$ cat config.mk
export PLATFORM = sky130hd
export DESIGN_NAME = decode_prefix_strip
export DESIGN_NICKNAME = d
export VERILOG_FILES = /design/src/rtl/decode_prefix_strip.sv
export SDC_FILE = /design/constraint.sdc
export NUM_CORES = 1
export LEC_CHECK = 0
export BUFFER_PORTS_ARGS = -buffer_cell sky130_fd_sc_hd__buf_2
export CAP_MARGIN = 0
export CORE_ASPECT_RATIO = 0.5
export CORE_MARGIN = 2
export CORE_UTILIZATION = 40
export DETAILED_ROUTE_END_ITERATION = 10
export SLEW_MARGIN = 20
export SYNTH_ARGS = -nofsm -noshare
export SYNTH_HDL_FRONTEND = slang
export SYNTH_SLANG_ARGS = --single-unit
$ cat constraint.sdc
create_clock -name clk -period 14.5 [get_ports clk]
set_clock_uncertainty 0.05 [all_clocks]
set_input_delay 0.725 -clock clk [delete_from_list [all_inputs] [get_ports clk]]
set_output_delay 0.725 -clock clk [all_outputs]
set_load 0.1 [all_outputs]
$ cat src/rtl/decode_prefix_strip.sv
// Legacy-prefix / 0x0F-escape stripper ahead of operand decode.
// Walks one byte per cycle, then presents the 9 bytes from the opcode on.
module decode_prefix_strip #(
    parameter int MAX_PREFIXES = 4,
    parameter int WIN_BYTES    = 15
) (
    input  logic                     clk,
    input  logic                     rst_n,
    input  logic                     in_valid,
    output logic                     in_ready,
    input  logic [8*WIN_BYTES-1:0]   in_instr,
    input  logic [3:0]               in_len,
    output logic                     out_valid,
    input  logic                     out_ready,
    output logic [71:0]              unescaped_instr,
    output logic                     escaped,
    output logic                     prefix_operand_16bit,
    output logic                     prefix_address_16bit,
    output logic                     prefix_lock,
    output logic [1:0]               prefix_rep,
    output logic [2:0]               prefix_seg,
    output logic [3:0]               strip_len,
    output logic                     err
);

    typedef enum logic [1:0] {IDLE, WALK, EMIT} state_t;

    state_t                     state_q;
    logic [WIN_BYTES-1:0][7:0]  instr_q;
    logic [3:0]                 len_q, idx_q, npfx_q;
    logic                       in_ready_q, out_valid_q, escaped_q, op16_q, addr16_q, lock_q, err_q;
    logic [1:0]                 rep_q;
    logic [2:0]                 seg_q;
    logic [3:0]                 strip_q;
    logic [71:0]                unesc_q, win_d;

    logic [7:0] cur_b;
    logic       is_pfx, trunc, over, esc_b, walk_done, walk_err;
    logic [3:0] nidx;

    assign cur_b = (idx_q < 4'(WIN_BYTES)) ? instr_q[idx_q] : 8'h00;

    always_comb begin
        is_pfx = 1'b0;
        case (cur_b)
            8'h26, 8'h2E, 8'h36, 8'h3E, 8'h64, 8'h65,
            8'h66, 8'h67, 8'hF0, 8'hF2, 8'hF3: is_pfx = 1'b1;
            default: is_pfx = 1'b0;
        endcase
    end

    // Truncation has priority over whatever stale byte sits at idx.
    assign trunc     = idx_q >= len_q;
    assign over      = !trunc && is_pfx && (npfx_q == 4'(MAX_PREFIXES));
    assign esc_b     = !trunc && (cur_b == 8'h0F);
    assign walk_err  = trunc || over;
    assign walk_done = walk_err || !is_pfx;
    assign nidx      = esc_b ? idx_q + 4'd1 : idx_q;

    always_comb begin
        logic [4:0] pos;
        win_d = '0;
        pos   = '0;
        for (int j = 0; j < 9; j++) begin
            pos = {1'b0, nidx} + 5'(j);
            if (pos < {1'b0, len_q})
                win_d[8*j +: 8] = instr_q[pos[3:0]];
        end
    end

    always_ff @(posedge clk or negedge rst_n) begin
        if (!rst_n) begin
            state_q     <= IDLE;
            instr_q     <= '0;
            len_q       <= '0;
            idx_q       <= '0;
            npfx_q      <= '0;
            in_ready_q  <= 1'b1;
            out_valid_q <= 1'b0;
            unesc_q     <= '0;
            escaped_q   <= 1'b0;
            op16_q      <= 1'b0;
            addr16_q    <= 1'b0;
            lock_q      <= 1'b0;
            rep_q       <= 2'b00;
            seg_q       <= 3'd7;
            strip_q     <= '0;
            err_q       <= 1'b0;
        end else begin
            case (state_q)
                IDLE: if (in_valid) begin
                    instr_q    <= in_instr;
                    len_q      <= in_len;
                    idx_q      <= '0;
                    npfx_q     <= '0;
                    escaped_q  <= 1'b0;
                    op16_q     <= 1'b0;
                    addr16_q   <= 1'b0;
                    lock_q     <= 1'b0;
                    rep_q      <= 2'b00;
                    seg_q      <= 3'd7;
                    err_q      <= 1'b0;
                    in_ready_q <= 1'b0;
                    state_q    <= WALK;
                end
                WALK: if (walk_done) begin
                    idx_q       <= nidx;
                    strip_q     <= nidx;
                    escaped_q   <= esc_b;
                    err_q       <= walk_err;
                    unesc_q     <= walk_err ? 72'h0 : win_d;
                    out_valid_q <= 1'b1;
                    state_q     <= EMIT;
                end else begin
                    case (cur_b)
                        8'h26: seg_q <= 3'd0;
                        8'h2E: seg_q <= 3'd1;
                        8'h36: seg_q <= 3'd2;
                        8'h3E: seg_q <= 3'd3;
                        8'h64: seg_q <= 3'd4;
                        8'h65: seg_q <= 3'd5;
                        8'h66: op16_q   <= 1'b1;
                        8'h67: addr16_q <= 1'b1;
                        8'hF0: lock_q   <= 1'b1;
                        8'hF2: rep_q    <= 2'b10;
                        8'hF3: rep_q    <= 2'b11;
                        default: ;
                    endcase
                    npfx_q <= npfx_q + 4'd1;
                    idx_q  <= idx_q + 4'd1;
                end
                EMIT: if (out_ready) begin
                    out_valid_q <= 1'b0;
                    in_ready_q  <= 1'b1;
                    state_q     <= IDLE;
                end
                default: state_q <= IDLE;
            endcase
        end
    end

    assign in_ready             = in_ready_q;
    assign out_valid            = out_valid_q;
    assign unescaped_instr      = unesc_q;
    assign escaped              = escaped_q;
    assign prefix_operand_16bit = op16_q;
    assign prefix_address_16bit = addr16_q;
    assign prefix_lock          = lock_q;
    assign prefix_rep           = rep_q;
    assign prefix_seg           = seg_q;
    assign strip_len            = strip_q;
    assign err                  = err_q;

endmodule

==> results_dict.tcl <==
set metrics [dict create \
    fin_util_pct 45.4 \
    pre_cts_slack_ns 6.81 \
    htreeDepth 1 \
    ys_ff_latch 222 \
    rsz0062_at_grt "false" \
    die_h_microns 155 \
    wl_per_cell_microns 25.7 \
    dp_cells 2671 \
    nFillCells 4447 \
    tightest_slew_ns 1.01 \
    cp_slowest_cell "buf_4" \
    layout-area-overhead-vs-synth_pct 11.9 \
    dieArea_sq_um 47600 \
    vdd_drop_max_v 0.000108 \
    drive_above_1_share_pct 24.1 \
    yosys.area.top_type "dfrtp_1" \
    syn-instance-count 1983 \
    start_util_pct 40.5 \
    r2r_start "idx_q[1]" \
    fin_area_sq_um 20500 \
    layout.nets 2256 \
    cp_top_family "simple AND/OR/NAND/NOR gates" \
    cp_cell_sequence "buf_4 -> buf_4 -> mux4_2 -> a22o_1 -> a21oi_1 -> nand4_1 -> nor4_2 -> xnor2_4 -> buf_4 -> inv_2 -> nor3_2 -> or2_1 -> ha_1 -> a221oi_1 -> and4_1 -> o211ai_1 -> o211ai_1" \
    ys_seq_area_share_pct 30.4 \
    ctsResizeCount 0 \
    slowest_delay_ns 0.67 \
    cts_post_setup_buffers_inserted 0 \
    ys_top_cells_by_area "dfrtp_1, mux2i_1, mux4_2" \
    cp_data_arrival_time_ns 8.26 \
    endpoint_kind "flop" \
    hold_viol 0 \
    holdBufCountCts 0 \
    outcome "finished, final reports clean" \
    fmax_mhz 127 \
    cts_buffers 22 \
    rows 55 \
    post-route-period-util_pct 54.2 \
    drc 0 \
    cp_num_cells 17 \
    cts_root_buf "clkbuf_16" \
    cellPowerDensity_nw_per_um2 231 \
    crit_fanout 51 \
    antenna_found_initial 3 \
    max_cap_violations 0 \
    diodes 0 \
    syn-cell-area_sq_um 18300 \
    ys_types 80 \
    r2r_setup_slack_ns 6.64 \
    rr_endpoint "unescaped_instr[41]" \
    ys.flop_type "dfrtp_1" \
    drv_slew 0 \
    syn_avg_cell_area_sq_um 9.23 \
    core_area_sq_um 45100 \
    synthArstFlopShare_pct 100 \
    startpoint_type "flop" \
    tns_ns 0 \
    firstDrtPassIters 6 \
    slew_headroom_pct 32.0 \
    post-route-worst-setup-slack_ns 6.64 \
    critPathMostFrequentCell "buf_4" \
    worst-path-buf-inv 4 \
    critical_path_class "flop to flop" \
    grt_pass1_wl_microns 104000 \
    fin_total_pwr_mw 4.74 \
    via_per_inst 6.13 \
    grt_max_degree 93 \
    setup_viol 0 \
    power_leakage_nw 8.80 \
    grt_overflow 0 \
    cts_tree "built" \
    fin_crit_ns 7.86 \
    worstSkewPairLatency_ns 0.55 \
    drt_first_iter_violations 2039 \
    synth_top_area_share_pct 29.8 \
    port_buffers 215 \
    multi_input_area_sq_um 11900 \
    synth_edf_count 0 \
    dp_hpwl_microns 53300 \
    crit_start "idx_q[1]" \
    cts.clk_slew.worst_paths_ns 0.08 \
    cts.sinks 222 \
    dpl_cell_area_sq_um 19700 \
    die_w_microns 306 \
    seq_area_sq_um 5570 \
    gp_congestion 1.03 \
    synth_fp_nets 2142 \
    hold_path_class "input port to asynchronous set/reset pin" \
    final_antenna_net_count 0 \
    via_count 16600 \
    reg2regPathDepth 17 \
    first_global_vias 15500 \
    hold_slack_ns 0.135 \
    fin_cells 2711 \
    cp-endpoint "unescaped_instr[41]" \
    clockBufferDepth 3 \
    grtUsageTotal_pct 29.0 \
    drt-total-wl_microns 69800 \
    cp.required_ns 14.90 \
    ys_warn_count 0 \
    ioPinCount 216 \
]
==> cells in the final DEF (no fill, tap or decap), types with 23 or more instances in the layout <==
cell       instances
buf_2            214
nand3_1           41
nor3_1            27
o21ai_0           38
a221o_1           25
o21ai_1           27
mux2i_1          232
a21oi_1           51
inv_1             44
a211oi_1          45
dfrtp_1          215
nand2_1          485
mux4_2            94
mux2_2            89
nor2_1            67
buf_4             29
ha_1              29
clkbuf_16         23
o211ai_1          34
==> final cells by class <==
type	count	share of cell area, %
clock inverters	10	0.538
multi-input cells	1558	58.1
inverters	49	0.898
well taps	598	3.65
repair buffers	244	6.36
flip-flops and latches	222	27.2
clock buffers	30	3.23
==> logic make-up (layout without fill, tap and decap cells) <==
group / Yosys count / in the layout / synth area share, %
compound gates: 384 / 384 / 15.3
xor+xnor: 12 / 12 / 0.738
fa+ha+maj: 31 / 31 / 2.16
buf+inv: 203 / 333 / 4.74
flops: 222 / 222 / 30.4
mux: 415 / 415 / 29.7
simple gates: 716 / 716 / 17.0
==> worst min-delay path by stage <==
stage,end,slack (ns),depth (start not counted)
after CTS,instr_q[85],0.15,1
after floorplan,err,0.38,0
after global placement,strip_len[3],0.42,2
after detailed placement,unescaped_instr[19],0.42,2
final,instr_q[85],0.13,1
after global routing,instr_q[75],0.18,1
==> power by group <==
group | switching (mW) | internal [mW] | total (mW) | leakage, nW
logic | 1.86 | 0.929 | 2.79 | 5.59
registers | 0.460 | 0.864 | 1.32 | 2.83
clock network | 0.264 | 0.356 | 0.620 | 0.384
total | 2.59 | 2.15 | 4.74 | 8.80
==> sequential cells by signal, indices dropped and copies added (netlist names) <==
name,cells
instr_q,120
unescaped_instr,72
idx_q,4
len_q,4
npfx_q,4
strip_len,4
prefix_seg,3
prefix_rep,2
state_q,2
err,1
escaped,1
in_ready,1
out_valid,1
prefix_address_16bit,1
prefix_lock,1
prefix_operand_16bit,1
==> synth_stat cells (34+ instances only) <==
| master | n |
|---|---|
| inv_1 | 44 |
| clkbuf_1 | 91 |
| o211ai_1 | 34 |
| nand3_1 | 41 |
| a211oi_1 | 45 |
| a21oi_1 | 51 |
| dfrtp_1 | 218 |
| nand2_1 | 485 |
| o21ai_0 | 39 |
| nor2_1 | 68 |
| mux2i_1 | 232 |
| mux4_2 | 94 |
| mux2_2 | 89 |
==> layer usage <==
metal / GRT usage [%] / vias up / wire, microns
met5: 0 / - / 33
met4: 7.84 / 4 / 2100
met1: 43.0 / 8265 / 31800
met2: 40.1 / 688 / 28200
li1: - / 7543 / -
met3: 9.29 / 113 / 7650
Note: power is estimated with default switching activity, not from simulation.
